`config.mk`:
```
export PLATFORM = sky130hd
export DESIGN_NAME = bmem_arbiter_flat
export DESIGN_NICKNAME = d
export VERILOG_FILES = /design/src/rtl/bmem_arbiter_pkg.sv /design/src/rtl/bmem_arbiter_if.sv /design/src/rtl/bmem_arbiter_line_beat_buffer.sv /design/src/rtl/bmem_arbiter.sv /design/src/flat_wrapper.sv
export SDC_FILE = /design/constraint.sdc
export NUM_CORES = 1
export LEC_CHECK = 0
export CORE_AREA = 2 2 498 500
export CTS_CLUSTER_DIAMETER = 150
export DETAILED_ROUTE_END_ITERATION = 6
export DIE_AREA = 0 0 500 502
export GPL_TIMING_DRIVEN = 0
export PLACE_DENSITY = 0.37
export SLEW_MARGIN = 20
export SYNTH_ARGS = -nofsm -noshare
export SYNTH_HDL_FRONTEND = slang
export SYNTH_HIERARCHICAL = 1
export SYNTH_SLANG_ARGS = --single-unit
export TNS_END_PERCENT = 30
```
`constraint.sdc`:
```
create_clock -name clk -period 3 [get_ports clk]
set_input_delay 0.45 -clock clk [delete_from_list [all_inputs] [get_ports clk]]
set_output_delay 0.45 -clock clk [all_outputs]
set_load 0.05 [all_outputs]
```
`src/rtl/bmem_arbiter_pkg.sv`:
```
// Shared types and sizing for the icache/dcache burst-memory arbiter.
// The line is BMEM_BEATS beats of BEAT_WIDTH bits each, and line addresses are aligned to LINE_OFFSET_BITS.
package bmem_arbiter_pkg;

    localparam int ADDR_WIDTH       = 32;
    localparam int BEAT_WIDTH       = 64;
    localparam int BMEM_BEATS       = 4;
    localparam int LINE_WIDTH       = BEAT_WIDTH * BMEM_BEATS;
    localparam int LINE_OFFSET_BITS = 5;
    localparam int BEAT_CNT_W       = $clog2(BMEM_BEATS);

    localparam logic [ADDR_WIDTH-1:0] LINE_MASK =
        {{(ADDR_WIDTH-LINE_OFFSET_BITS){1'b1}}, {LINE_OFFSET_BITS{1'b0}}};

    typedef enum logic [2:0] {
        ARB_IDLE,
        ARB_RD_ISSUE,
        ARB_RD_WAIT,
        ARB_WR_BURST,
        ARB_RESP
    } arb_state_t;

    typedef enum logic {ARB_I, ARB_D} arb_owner_t;

    function automatic logic [ADDR_WIDTH-1:0] line_align(input logic [ADDR_WIDTH-1:0] addr);
        return addr & LINE_MASK;
    endfunction

endpackage

```
`src/rtl/bmem_arbiter_if.sv`:
```
// Bundle of both cache line ports and the burst memory port.
// The master modport is the arbiter side; the slave modport is the caches plus memory.
interface bmem_arbiter_if;
    import bmem_arbiter_pkg::*;

    logic [ADDR_WIDTH-1:0] i_dfp_addr;
    logic                  i_dfp_read;
    logic                  i_dfp_write;
    logic [LINE_WIDTH-1:0] i_dfp_wdata;
    logic [LINE_WIDTH-1:0] i_dfp_rdata;
    logic                  i_dfp_resp;

    logic [ADDR_WIDTH-1:0] d_dfp_addr;
    logic                  d_dfp_read;
    logic                  d_dfp_write;
    logic [LINE_WIDTH-1:0] d_dfp_wdata;
    logic [LINE_WIDTH-1:0] d_dfp_rdata;
    logic                  d_dfp_resp;

    logic [ADDR_WIDTH-1:0] bmem_addr;
    logic                  bmem_read;
    logic                  bmem_write;
    logic [BEAT_WIDTH-1:0] bmem_wdata;
    logic                  bmem_ready;
    logic [ADDR_WIDTH-1:0] bmem_raddr;
    logic [BEAT_WIDTH-1:0] bmem_rdata;
    logic                  bmem_rvalid;

    modport master (
        input  i_dfp_addr, i_dfp_read, i_dfp_write, i_dfp_wdata,
        output i_dfp_rdata, i_dfp_resp,
        input  d_dfp_addr, d_dfp_read, d_dfp_write, d_dfp_wdata,
        output d_dfp_rdata, d_dfp_resp,
        output bmem_addr, bmem_read, bmem_write, bmem_wdata,
        input  bmem_ready, bmem_raddr, bmem_rdata, bmem_rvalid
    );

    modport slave (
        output i_dfp_addr, i_dfp_read, i_dfp_write, i_dfp_wdata,
        input  i_dfp_rdata, i_dfp_resp,
        output d_dfp_addr, d_dfp_read, d_dfp_write, d_dfp_wdata,
        input  d_dfp_rdata, d_dfp_resp,
        input  bmem_addr, bmem_read, bmem_write, bmem_wdata,
        output bmem_ready, bmem_raddr, bmem_rdata, bmem_rvalid
    );

endinterface

```
`src/rtl/bmem_arbiter_line_beat_buffer.sv`:
```
// Cacheline register plus beat counter.
// Read beats are written into the slot selected by the counter; write beats are read out of that same slot.
module line_beat_buffer
    import bmem_arbiter_pkg::*;
(
    input  logic                  clk,
    input  logic                  rst,
    input  logic                  i_load,
    input  logic [LINE_WIDTH-1:0] i_load_line,
    input  logic                  i_shift_in,
    input  logic [BEAT_WIDTH-1:0] i_beat,
    input  logic                  i_advance,
    output logic [LINE_WIDTH-1:0] o_line,
    output logic [BEAT_WIDTH-1:0] o_beat,
    output logic [BEAT_CNT_W-1:0] o_beat_cnt,
    output logic                  o_last
);

    logic [LINE_WIDTH-1:0] r_line;
    logic [BEAT_CNT_W-1:0] r_beat_cnt;

    // The counter wraps naturally back to 0 after the final beat.
    always_ff @(posedge clk) begin
        if (rst) begin
            r_line     <= '0;
            r_beat_cnt <= '0;
        end else if (i_load) begin
            r_line     <= i_load_line;
            r_beat_cnt <= '0;
        end else if (i_shift_in) begin
            r_line[BEAT_WIDTH*r_beat_cnt +: BEAT_WIDTH] <= i_beat;
            r_beat_cnt <= r_beat_cnt + BEAT_CNT_W'(1);
        end else if (i_advance) begin
            r_beat_cnt <= r_beat_cnt + BEAT_CNT_W'(1);
        end
    end

    assign o_line     = r_line;
    assign o_beat     = r_line[BEAT_WIDTH*r_beat_cnt +: BEAT_WIDTH];
    assign o_beat_cnt = r_beat_cnt;
    assign o_last     = (r_beat_cnt == BEAT_CNT_W'(BMEM_BEATS-1));

endmodule

```
`src/rtl/bmem_arbiter.sv`:
```
// Round-robin arbiter that shares the burst memory port between icache and dcache.
// It handles one line transaction at a time and splits or assembles lines as 64-bit beats.
module bmem_arbiter
    import bmem_arbiter_pkg::*;
(
    input  logic                  clk,
    input  logic                  rst,
    bmem_arbiter_if.master        bus,
    output arb_state_t            o_state,
    output logic [BEAT_CNT_W-1:0] o_beat_cnt
);

    arb_state_t            r_state, w_state_nxt;
    arb_owner_t            r_owner, r_last_grant, w_grant;
    logic                  r_op_write, r_cool_i, r_cool_d;
    logic [ADDR_WIDTH-1:0] r_addr;

    logic                  w_elig_i, w_elig_d, w_grant_en, w_grant_write;
    logic [ADDR_WIDTH-1:0] w_grant_addr;
    logic [LINE_WIDTH-1:0] w_grant_wdata, w_line;
    logic [BEAT_WIDTH-1:0] w_beat;
    logic [BEAT_CNT_W-1:0] w_beat_cnt;
    logic                  w_last_beat, w_load, w_shift_in, w_advance;
    logic                  w_bmem_read, w_bmem_write, w_resp_i, w_resp_d;

    // A cache that has just been answered sits out one IDLE cycle, so a request it still holds is not served twice.
    assign w_elig_i = (bus.i_dfp_read | bus.i_dfp_write) & ~r_cool_i;
    assign w_elig_d = (bus.d_dfp_read | bus.d_dfp_write) & ~r_cool_d;

    always_comb begin
        w_grant_en = 1'b0;
        w_grant    = ARB_I;
        if (w_elig_i && w_elig_d) begin
            w_grant_en = 1'b1;
            w_grant    = (r_last_grant == ARB_I) ? ARB_D : ARB_I;
        end else if (w_elig_i) begin
            w_grant_en = 1'b1;
            w_grant    = ARB_I;
        end else if (w_elig_d) begin
            w_grant_en = 1'b1;
            w_grant    = ARB_D;
        end
    end

    assign w_grant_write = (w_grant == ARB_I) ? bus.i_dfp_write : bus.d_dfp_write;
    assign w_grant_addr  = (w_grant == ARB_I) ? bus.i_dfp_addr  : bus.d_dfp_addr;
    assign w_grant_wdata = (w_grant == ARB_I) ? bus.i_dfp_wdata : bus.d_dfp_wdata;

    line_beat_buffer u_line_buf (
        .clk         (clk),
        .rst         (rst),
        .i_load      (w_load),
        .i_load_line (w_grant_wdata),
        .i_shift_in  (w_shift_in),
        .i_beat      (bus.bmem_rdata),
        .i_advance   (w_advance),
        .o_line      (w_line),
        .o_beat      (w_beat),
        .o_beat_cnt  (w_beat_cnt),
        .o_last      (w_last_beat)
    );

    always_ff @(posedge clk) begin
        if (rst) begin
            r_state      <= ARB_IDLE;
            r_owner      <= ARB_I;
            r_last_grant <= ARB_D;
            r_op_write   <= 1'b0;
            r_addr       <= '0;
            r_cool_i     <= 1'b0;
            r_cool_d     <= 1'b0;
        end else begin
            r_state  <= w_state_nxt;
            r_cool_i <= (r_state == ARB_RESP) && (r_owner == ARB_I);
            r_cool_d <= (r_state == ARB_RESP) && (r_owner == ARB_D);
            if (r_state == ARB_RESP) r_last_grant <= r_owner;
            if (w_load) begin
                r_owner    <= w_grant;
                r_addr     <= line_align(w_grant_addr);
                r_op_write <= w_grant_write;
            end
        end
    end

    always_comb begin
        w_state_nxt  = r_state;
        w_load       = 1'b0;
        w_shift_in   = 1'b0;
        w_advance    = 1'b0;
        w_bmem_read  = 1'b0;
        w_bmem_write = 1'b0;
        w_resp_i     = 1'b0;
        w_resp_d     = 1'b0;
        unique case (r_state)
            ARB_IDLE: begin
                if (w_grant_en) begin
                    w_load      = 1'b1;
                    w_state_nxt = w_grant_write ? ARB_WR_BURST : ARB_RD_ISSUE;
                end
            end
            ARB_RD_ISSUE: begin
                w_bmem_read = 1'b1;
                if (bus.bmem_ready) w_state_nxt = ARB_RD_WAIT;
            end
            ARB_RD_WAIT: begin
                if (bus.bmem_rvalid) begin
                    w_shift_in = 1'b1;
                    if (w_last_beat) w_state_nxt = ARB_RESP;
                end
            end
            ARB_WR_BURST: begin
                w_bmem_write = 1'b1;
                if (bus.bmem_ready) begin
                    w_advance = 1'b1;
                    if (w_last_beat) w_state_nxt = ARB_RESP;
                end
            end
            ARB_RESP: begin
                w_resp_i    = (r_owner == ARB_I);
                w_resp_d    = (r_owner == ARB_D);
                w_state_nxt = ARB_IDLE;
            end
            default: w_state_nxt = ARB_IDLE;
        endcase
    end

    assign bus.bmem_read   = w_bmem_read;
    assign bus.bmem_write  = w_bmem_write;
    assign bus.bmem_addr   = (w_bmem_read | w_bmem_write) ? r_addr : '0;
    assign bus.bmem_wdata  = w_bmem_write ? w_beat : '0;
    assign bus.i_dfp_resp  = w_resp_i;
    assign bus.d_dfp_resp  = w_resp_d;
    assign bus.i_dfp_rdata = (w_resp_i && !r_op_write) ? w_line : '0;
    assign bus.d_dfp_rdata = (w_resp_d && !r_op_write) ? w_line : '0;

    assign o_state    = r_state;
    assign o_beat_cnt = w_beat_cnt;

    a_i_rd_wr_excl: assert property (@(posedge clk) disable iff (rst)
        !(bus.i_dfp_read && bus.i_dfp_write));
    a_d_rd_wr_excl: assert property (@(posedge clk) disable iff (rst)
        !(bus.d_dfp_read && bus.d_dfp_write));
    a_rvalid_in_wait: assert property (@(posedge clk) disable iff (rst)
        bus.bmem_rvalid |-> (r_state == ARB_RD_WAIT));
    a_raddr_match: assert property (@(posedge clk) disable iff (rst)
        (bus.bmem_rvalid && r_state == ARB_RD_WAIT) |-> (bus.bmem_raddr == r_addr));

endmodule

```
`src/flat_wrapper.sv`:
```
// flat-port wrapper written by rule: the top's interface ports become plain ports
module bmem_arbiter_flat import bmem_arbiter_pkg::*;
  (clk, rst, o_state, o_beat_cnt, bus_i_dfp_addr, bus_i_dfp_read, bus_i_dfp_write, bus_i_dfp_wdata, bus_i_dfp_rdata, bus_i_dfp_resp, bus_d_dfp_addr, bus_d_dfp_read, bus_d_dfp_write, bus_d_dfp_wdata, bus_d_dfp_rdata, bus_d_dfp_resp, bus_bmem_addr, bus_bmem_read, bus_bmem_write, bus_bmem_wdata, bus_bmem_ready, bus_bmem_raddr, bus_bmem_rdata, bus_bmem_rvalid);
  bmem_arbiter_if bus_i ();
  input  logic clk;
  input  logic rst;
  output arb_state_t o_state;
  output logic [BEAT_CNT_W-1:0] o_beat_cnt;
  input wire logic [$bits(bus_i.i_dfp_addr)-1:0] bus_i_dfp_addr;
  input wire logic [$bits(bus_i.i_dfp_read)-1:0] bus_i_dfp_read;
  input wire logic [$bits(bus_i.i_dfp_write)-1:0] bus_i_dfp_write;
  input wire logic [$bits(bus_i.i_dfp_wdata)-1:0] bus_i_dfp_wdata;
  output wire logic [$bits(bus_i.i_dfp_rdata)-1:0] bus_i_dfp_rdata;
  output wire logic [$bits(bus_i.i_dfp_resp)-1:0] bus_i_dfp_resp;
  input wire logic [$bits(bus_i.d_dfp_addr)-1:0] bus_d_dfp_addr;
  input wire logic [$bits(bus_i.d_dfp_read)-1:0] bus_d_dfp_read;
  input wire logic [$bits(bus_i.d_dfp_write)-1:0] bus_d_dfp_write;
  input wire logic [$bits(bus_i.d_dfp_wdata)-1:0] bus_d_dfp_wdata;
  output wire logic [$bits(bus_i.d_dfp_rdata)-1:0] bus_d_dfp_rdata;
  output wire logic [$bits(bus_i.d_dfp_resp)-1:0] bus_d_dfp_resp;
  output wire logic [$bits(bus_i.bmem_addr)-1:0] bus_bmem_addr;
  output wire logic [$bits(bus_i.bmem_read)-1:0] bus_bmem_read;
  output wire logic [$bits(bus_i.bmem_write)-1:0] bus_bmem_write;
  output wire logic [$bits(bus_i.bmem_wdata)-1:0] bus_bmem_wdata;
  input wire logic [$bits(bus_i.bmem_ready)-1:0] bus_bmem_ready;
  input wire logic [$bits(bus_i.bmem_raddr)-1:0] bus_bmem_raddr;
  input wire logic [$bits(bus_i.bmem_rdata)-1:0] bus_bmem_rdata;
  input wire logic [$bits(bus_i.bmem_rvalid)-1:0] bus_bmem_rvalid;
  assign bus_i.i_dfp_addr = bus_i_dfp_addr;
  assign bus_i.i_dfp_read = bus_i_dfp_read;
  assign bus_i.i_dfp_write = bus_i_dfp_write;
  assign bus_i.i_dfp_wdata = bus_i_dfp_wdata;
  assign bus_i_dfp_rdata = bus_i.i_dfp_rdata;
  assign bus_i_dfp_resp = bus_i.i_dfp_resp;
  assign bus_i.d_dfp_addr = bus_d_dfp_addr;
  assign bus_i.d_dfp_read = bus_d_dfp_read;
  assign bus_i.d_dfp_write = bus_d_dfp_write;
  assign bus_i.d_dfp_wdata = bus_d_dfp_wdata;
  assign bus_d_dfp_rdata = bus_i.d_dfp_rdata;
  assign bus_d_dfp_resp = bus_i.d_dfp_resp;
  assign bus_bmem_addr = bus_i.bmem_addr;
  assign bus_bmem_read = bus_i.bmem_read;
  assign bus_bmem_write = bus_i.bmem_write;
  assign bus_bmem_wdata = bus_i.bmem_wdata;
  assign bus_i.bmem_ready = bus_bmem_ready;
  assign bus_i.bmem_raddr = bus_bmem_raddr;
  assign bus_i.bmem_rdata = bus_bmem_rdata;
  assign bus_i.bmem_rvalid = bus_bmem_rvalid;
  bmem_arbiter u_core (.clk(clk), .rst(rst), .bus(bus_i), .o_state(o_state), .o_beat_cnt(o_beat_cnt));
endmodule
```
==> metrics.md, run 1 <==
| Metric | Value |
|---|---|
| Status | finished with violations |
| Failing checks | setup timing |
| Final Hold Vio Count | 0 |
| Root Buffer | clkbuf_16 |
| Yosys warning total | 6 |
| P_leak | ~18 nW |
| Dpl ws | -1870 ps |
| GRT Resource Usage Total | 0.229 |
| Crit Path Class | register to primary output |
| Core area | 0.245 mm^2 |
| Clk_lat worst skew | ~690 ps |
| Via Count | approximately 31000 |
| Flops & latches, synth | approximately 300 |
| Top cell type's share of synthesized area | 0.277 |
| Largest net degree at the start of global routing | 14 |
| Number of setup violations in the final report | 529 |
| CP startpoint kind | register |
| Slew @ Worst Pin | 1290 ps |
| Ports | 1297 |
| Main synth FF type | dfxtp_1 |
| Post-synthesis cell count | roughly 3000 |
| First-pass GRT wire length | about 370 mm |
| Crit path max fanout | 6 |
| Seq pwr share | 0.295 |
| RSZ-0062 raised after global routing | yes |
| Critical path arrival | 2830 ps |
| Initial DRC count | around 2800 |
| P per Cell Area | 482 mW/mm^2 |
| Maximum VDD drop | ~420 uV |
| Via/cell ratio | 4.04 |
| Switch share | 0.453 |
| Mux share of post-synthesis cell area | 0.0698 |
| Compound-Gate Fraction of Synth Area | 0.179 |
| Largest cells by area after synthesis | dfxtp_1 28%, and2_1 16%, nand2_1 15% |
| Synth area leader | dfxtp_1 |
| Routed wire per std cell | between 30 and 40 um |
| Total gr overflow | 0 |
| Post-Route WL | 302 mm |
| Clock transition at path regs | 60 ps |
| Die Wd | 500 um |
| Routability cong. | around 0.86 |
| Simple-Gate Fraction of Synth Area | 0.401 |
| Final worst-path cycle share | 1.09 |
| Antenna violations before repair | roughly 160 |
| Share of cells above drive strength 1 | 0.272 |
| Layout Skew | ~36 ps |
| Fillers | 27900 |
| Dpl hpwl | 248 mm |
| Post-synth EDFFs | 0 |
| Row cnt | 182 |
| Die H | 502 um |
| Async set-reset flop share out of synthesis | 0 |
| Clock power frac | 0.305 |
| CTS tree | done |
| Area Overhead vs Synth | 105% |
| Fin crit period | 3280 ps |
| Min-Delay Path Class | input port to register |
| ANT nets after route | 0 |
| Most frequent cells in the layout | 823 x nand2_1, 643 x clkdlybuf4s50_1, 437 x and2_1 |
| Setup crit end kind | primary output |
| Sinks on Clock Net | roughly 290 |
| Sequential fraction of the synthesis area | 0.277 |
| DRC | 0 |
| Fmax | 304 MHz |
| Comb pwr share | 0.400 |
| Vias in the first global route | 31000 |
| Largest family of logic cells by synthesized area | simple AND/OR/NAND/NOR gates |
| 1st-pass router iterations | 6 |
| Bufs on Longest Clock Path | 3 |
| Rel. slew slack | 0.138 |
| Max-cap viol count | 0 |
| Most common cell after layout, fill and taps aside | nand2_1 |
| Synth cell types | 45 |
| Die Footprint | about 0.25 mm^2 |
| Final net count | 5088 |
| Design area | about 0.043 mm^2 |
| Final worst setup slack | -285 ps |
| Cell area after synthesis | 0.0212 mm^2 |
| CTS Hold Bufs | 0 |
| Switch Pwr | roughly 9.5 mW |
| Slew Limit Fails | 0 |
| Cts bufs inserted | 49 |
| Post-Synth XOR/XNOR Area | 0.000826 |
| Critical path required time | approximately 2600 ps |
| Number of H-tree levels | 2 |
| I/O Buffers | ~1200 |
| Post-Synthesis Mean Instance Area | 7.12 um^2 |
| Post-synthesis adder-cell area fraction | 0.00295 |
| Initial Utilization | 0.0865 |
| Placed Area | 0.0381 mm^2 |
| Internal Dissipation | 11.4 mW |
## path summary, 6_finish.rpt
check	start	to	slack, ps	cells past startpoint
worst max register to register	u_core/r_cool_d	u_core/u_line_buf/o_line[104]	-190	8
worst min register to register	u_core/r_addr[16]	u_core/r_addr[16]	530	2
worst min-delay path	rst	u_core/r_addr[13]	270	2
worst max-delay path	u_core/u_line_buf/o_beat_cnt[1]	bus_bmem_wdata[11]	-280	5
## power by group through the flow
stage	clock network [mW]	logic [mW]	registers [mW]
5_1_grt	6.62	8.76	6.19
2_1_floorplan	0	3.51	5.04
3_3_place_gp	0	7.73	6.20
6_report	6.38	8.37	6.18
4_1_cts	6.54	8.32	6.14
3_5_place_dp	0	7.93	6.21
## logic make-up (layout without fill, tap and decap cells)
group	after synthesis	after routing
adder cells (fa/ha/maj)	5	5
other	1	59
multiplexers	68	68
XOR/XNOR	2	2
AND/OR/NAND/NOR	1737	1737
AO/OA/AOI/OAI	556	556
flip-flops	293	293
buffers and inverters	317	1773
## cell type report
| class | count | area (um^2) | area share |
|---|---|---|---|
| Antenna cell | 54 | 135 | 0.00311 |
| Buffer | 312 | 2660 | 0.0612 |
| Clock buffer | 68 | 1420 | 0.0327 |
| Clock inverter | 19 | 270 | 0.00622 |
| Inverter | 3 | 11.3 | 0.000259 |
| Multi-Input combinational cell | 2373 | 14300 | 0.329 |
| Sequential cell | 293 | 5880 | 0.135 |
| Tap cell | 3220 | 4030 | 0.0927 |
| Timing Repair Buffer | 1371 | 14800 | 0.340 |
## worst max-delay path: stages, from the launching register on
cell	delay [ps]
dfxtp_2	450
clkbuf_4	390
buf_16	200
mux4_2	290
and3_1	170
dlygate4sd2_1	590
## through the flow
step	cells	TNS (ps)	util	hold slack (ps)	total power, mW
after floorplan	2983	0	-	481	8.55
after global placement	7451	-1392250	0.154	504	13.9
after detailed placement	7464	-839060	0.155	514	14.1
after CTS	7600	-217240	0.170	197	21.0
after global routing	7671	-128100	0.177	274	21.6
final	7713	-62490	0.177	274	20.9
## layer usage
layer / up-vias / routed length, um / global-route usage
li1: 13200 / - / -
met2: 1971 / 141000 / 0.383
met1: 15600 / 121000 / 0.272
met5: - / 402 / 0
met4: 62 / 11500 / 0.0777
met3: 379 / 28200 / 0.0754
## synth_stat cells, drive strengths merged (2+ instances only)
| master | count |
|---|---|
| dfxtp | 293 |
| mux2i | 4 |
| and2 | 543 |
| clkbuf | 143 |
| nor4b | 2 |
| o21bai | 2 |
| and3 | 65 |
| a311oi | 27 |
| nand2 | 824 |
| mux4 | 64 |
| o21ba | 2 |
| nand4 | 64 |
| inv | 3 |
| a21oi | 261 |
| nor2b | 2 |
| buf | 171 |
| ha | 5 |
| nor2 | 35 |
| a22oi | 257 |
| nor3 | 4 |
| nand3 | 193 |
## state kept, by name, indices dropped and copies added (netlist names)
name and cells:
u_core/u_line_buf/o_line 256, u_core/r_addr 27, u_core/o_state 3, u_core/u_line_buf/o_beat_cnt 2
u_core/r_cool_d 1, u_core/r_cool_i 1, u_core/r_last_grant 1, u_core/r_op_write 1
u_core/r_owner 1
## what timing repair did
action	CTS	global route
endpoints found under the setup margin	865	835
gates cloned	11	11
pin swaps	4	2
gates resized for setup	2228	1622
buffers inserted	39	51
hold endpoints to repair	0	0
Note: power is estimated with default switching activity, not from simulation.
==> run 2, diff against run 1 <==
--- a/config.mk
+++ b/config.mk
@@ -9,7 +9,7 @@
 export CTS_CLUSTER_DIAMETER = 150
 export DETAILED_ROUTE_END_ITERATION = 6
 export DIE_AREA = 0 0 500 502
-export GPL_TIMING_DRIVEN = 0
+export GPL_TIMING_DRIVEN = 1
 export PLACE_DENSITY = 0.37
 export SLEW_MARGIN = 20
 export SYNTH_ARGS = -nofsm -noshare
==> run 2 against run 1 <==
The flow now finishes without violations. Sequential share of layout area down 1.1 points. Critical path type unchanged. Die area unchanged. Sequential cell count unchanged. First-iteration DRC count down 14%. Non-clock buffer count down 228.
==> metrics.md, run 2 (synthesis results as in run 1) <==
| Metric | Value |
|---|---|
| Crit path max fanout | 7 (was 6) |
| P per Cell Area | 412 mW/mm^2 (was 482 mW/mm^2) |
| Setup TNS | 0 ps (was -62490 ps) |
| Clock power frac | 0.316 (was 0.305) |
| Initial Utilization | 0.0865 (unchanged) |
| Bufs on Longest Clock Path | 3 (unchanged) |
| Slew Limit Fails | 0 (unchanged) |
| Fmax | 333 MHz (was 304 MHz) |
| Layout Skew | 20.3 ps (was 36.4 ps) |
| Final worst setup slack | 1.38 ps (was -285 ps) |
| Cts bufs inserted | 46 (was 49) |
| Clk_lat worst skew | 650 ps (was 690 ps) |
| Post-Route WL | 244 mm (was 302 mm) |
| Largest register FFs | 256 (unchanged) |
| Row cnt | 182 (unchanged) |
| Max-cap viol count | 0 (unchanged) |
| Dpl ws | -20.9 ps (was -1870 ps) |
| 1st-pass router iterations | 6 (unchanged) |
| Number of H-tree levels | 2 (unchanged) |
| Comb pwr share | 0.389 (was 0.400) |
| Switch share | 0.416 (was 0.453) |
| I/O Buffers | 1249 (was 1248) |
| Family with the most delay on the worst path | buffers and inverters (unchanged) |
| CP startpoint kind | register (unchanged) |
| Crit Path Class | register to primary output (unchanged) |
| DRC | 0 (unchanged) |
| Rel. slew slack | 0.419 (was 0.138) |
| Clock transition at path regs | 70 ps (was 60 ps) |
| Crit path cell chain | buf_16 > buf_16 > buf_12 > mux4_2 > and3_4 > buf_6 (was clkbuf_4 > buf_16 > mux4_2 > and3_1 > dlygate4sd2_1) |
| Total gr overflow | 0 (unchanged) |
| Core area | 0.245 mm^2 (unchanged) |
| Status | completed (was finished with violations) |
| Seq pwr share | 0.295 (about the same) |
| Min-Delay Path Class | input port to register (unchanged) |
| Antenna violations before repair | 114 (was 155) |
| Die Wd | 500 um (unchanged) |
| Ports | 1297 (unchanged) |
| Setup crit end kind | primary output (unchanged) |
| CP max stage cell | mux4_2 (was dlygate4sd2_1) |
| Area Overhead vs Synth | 124% (was 105%) |
| Internal Dissipation | 11.4 mW (about the same) |
| Placed instance count | 7293 (was 7464) |
| Switch Pwr | 8.13 mW (was 9.49 mW) |
| Total power | 19.6 mW (was 20.9 mW) |
| Routability cong. | 0.890 (was 0.863) |
| First-pass GRT wire length | 308 mm (was 366 mm) |
| Final net count | 4857 (was 5088) |
| Dpl hpwl | 192 mm (was 248 mm) |
| Final worst-path cycle share | 1.00 (was 1.09) |
| Hold Slack | 332 ps (was 274 ps) |
| Slowest stage delay, CP | 580 ps (was 590 ps) |
| Buf/Inv on CP | 4 (was 3) |
| Largest net degree at the start of global routing | 84 (was 14) |
| Sinks on Clock Net | 293 (unchanged) |
| RSZ-0062 raised after global routing | yes (unchanged) |
| P_leak | 18.1 nW (was 17.5 nW) |
| Number of setup violations in the final report | 0 (was 529) |
| CTS Hold Bufs | 0 (unchanged) |
| Critical path required time | 2550 ps (about the same) |
| Die H | 502 um (unchanged) |
| Most common cell after layout, fill and taps aside | nand2_1 (unchanged) |
| Maximum VDD drop | 362 uV (was 420 uV) |
| Via/cell ratio | 3.91 (was 4.04) |
| CTS tree | done (unchanged) |
| GRT Resource Usage Total | 0.185 (was 0.229) |
| Root Buffer | clkbuf_16 (unchanged) |
| Vias in the first global route | 29100 (was 31000) |
| Final instance count without filler cells | 7454 (was 7713) |
| Critical path arrival | 2550 ps (was 2830 ps) |
| Initial DRC count | 2395 (was 2794) |
| Most frequent cells in the layout | 823 x nand2_1, 646 x buf_12, 640 x clkdlybuf4s50_1 (was 823 x nand2_1, 643 x clkdlybuf4s50_1, 437 x and2_1) |
| Final Hold Vio Count | 0 (unchanged) |
| Die Footprint | 0.251 mm^2 (unchanged) |
| Routed wire per std cell | 32.7 um (was 39.2 um) |
| ANT nets after route | 0 (unchanged) |
| Slew @ Worst Pin | 871 ps (was 1290 ps) |
| Most used cell, CP | buf_16 |
| Share of cells above drive strength 1 | 0.287 (was 0.272) |
| Fin crit period | 3000 ps (was 3280 ps) |
| Via Count | 29100 (was 31100) |
[run 2: layer usage]
metal / global-route usage / up-vias / part of all wire
met1: 0.229 / 14500 / 0.41
met3: 0.0633 / 259 / 0.10
met5: 0 / - / 0.0011
met2: 0.308 / 1747 / 0.47
li1: - / 12600 / -
met4: 0.0362 / 44 / 0.022
[run 2: worst register-to-register path, delay by kind of cell (launching register included)]
kind	cells	cell delay, ps
compound gates	1	160
fa+ha+maj	1	430
buf+inv	3	680
flops	1	390
simple gates	2	1060
[run 2: stage by stage]
stage | util | area [um^2]
after global routing | 0.193 | 47400
after floorplan | - | 21200
after detailed placement | 0.179 | 44000
after CTS | 0.191 | 46800
after global placement | 0.179 | 44000
final | 0.194 | 47500
[run 2: what timing repair did]
| action | CTS | global route |
|---|---|---|
| setup buffers | 29 | 5 |
| gates resized for setup | 115 | 156 |
| cloned | 14 | 3 |
| endpoints found under the setup margin | 498 | 300 |
| pin swaps | 1 | 13 |
[run 2: path summary, 6_finish.rpt]
kind | start | endpoint | slack, ps | depth (start not counted)
min reg2reg | u_core/o_state[2] | u_core/o_state[1] | 520 | 1
max reg2reg | u_core/u_line_buf/o_beat_cnt[0] | u_core/u_line_buf/o_line[96] | 230 | 7
max | u_core/u_line_buf/o_beat_cnt[0] | bus_bmem_wdata[18] | 1 | 6
min | rst | u_core/r_cool_d | 330 | 2
[run 2: layout make-up]
cell class / instances / area, um^2
clock buffers: 67 / 1390
flip-flops and latches: 293 / 5880
clock inverters: 17 / 246
inverters: 3 / 11.3
diodes: 26 / 65.1
repair buffers: 1455 / 21300
multi-input cells: 2373 / 14500
well taps: 3220 / 4030
fillers: 27200 / 198000
[run 2: power by group through the flow]
stage	Clock (mW)	Sequential [mW]	Combinational [mW]
3_5_place_dp	0	5.80	7.40
6_report	6.18	5.77	7.61
3_3_place_gp	0	5.78	7.35
4_1_cts	6.36	5.73	7.64
5_1_grt	6.45	5.81	8.04
2_1_floorplan	0	5.04	3.51
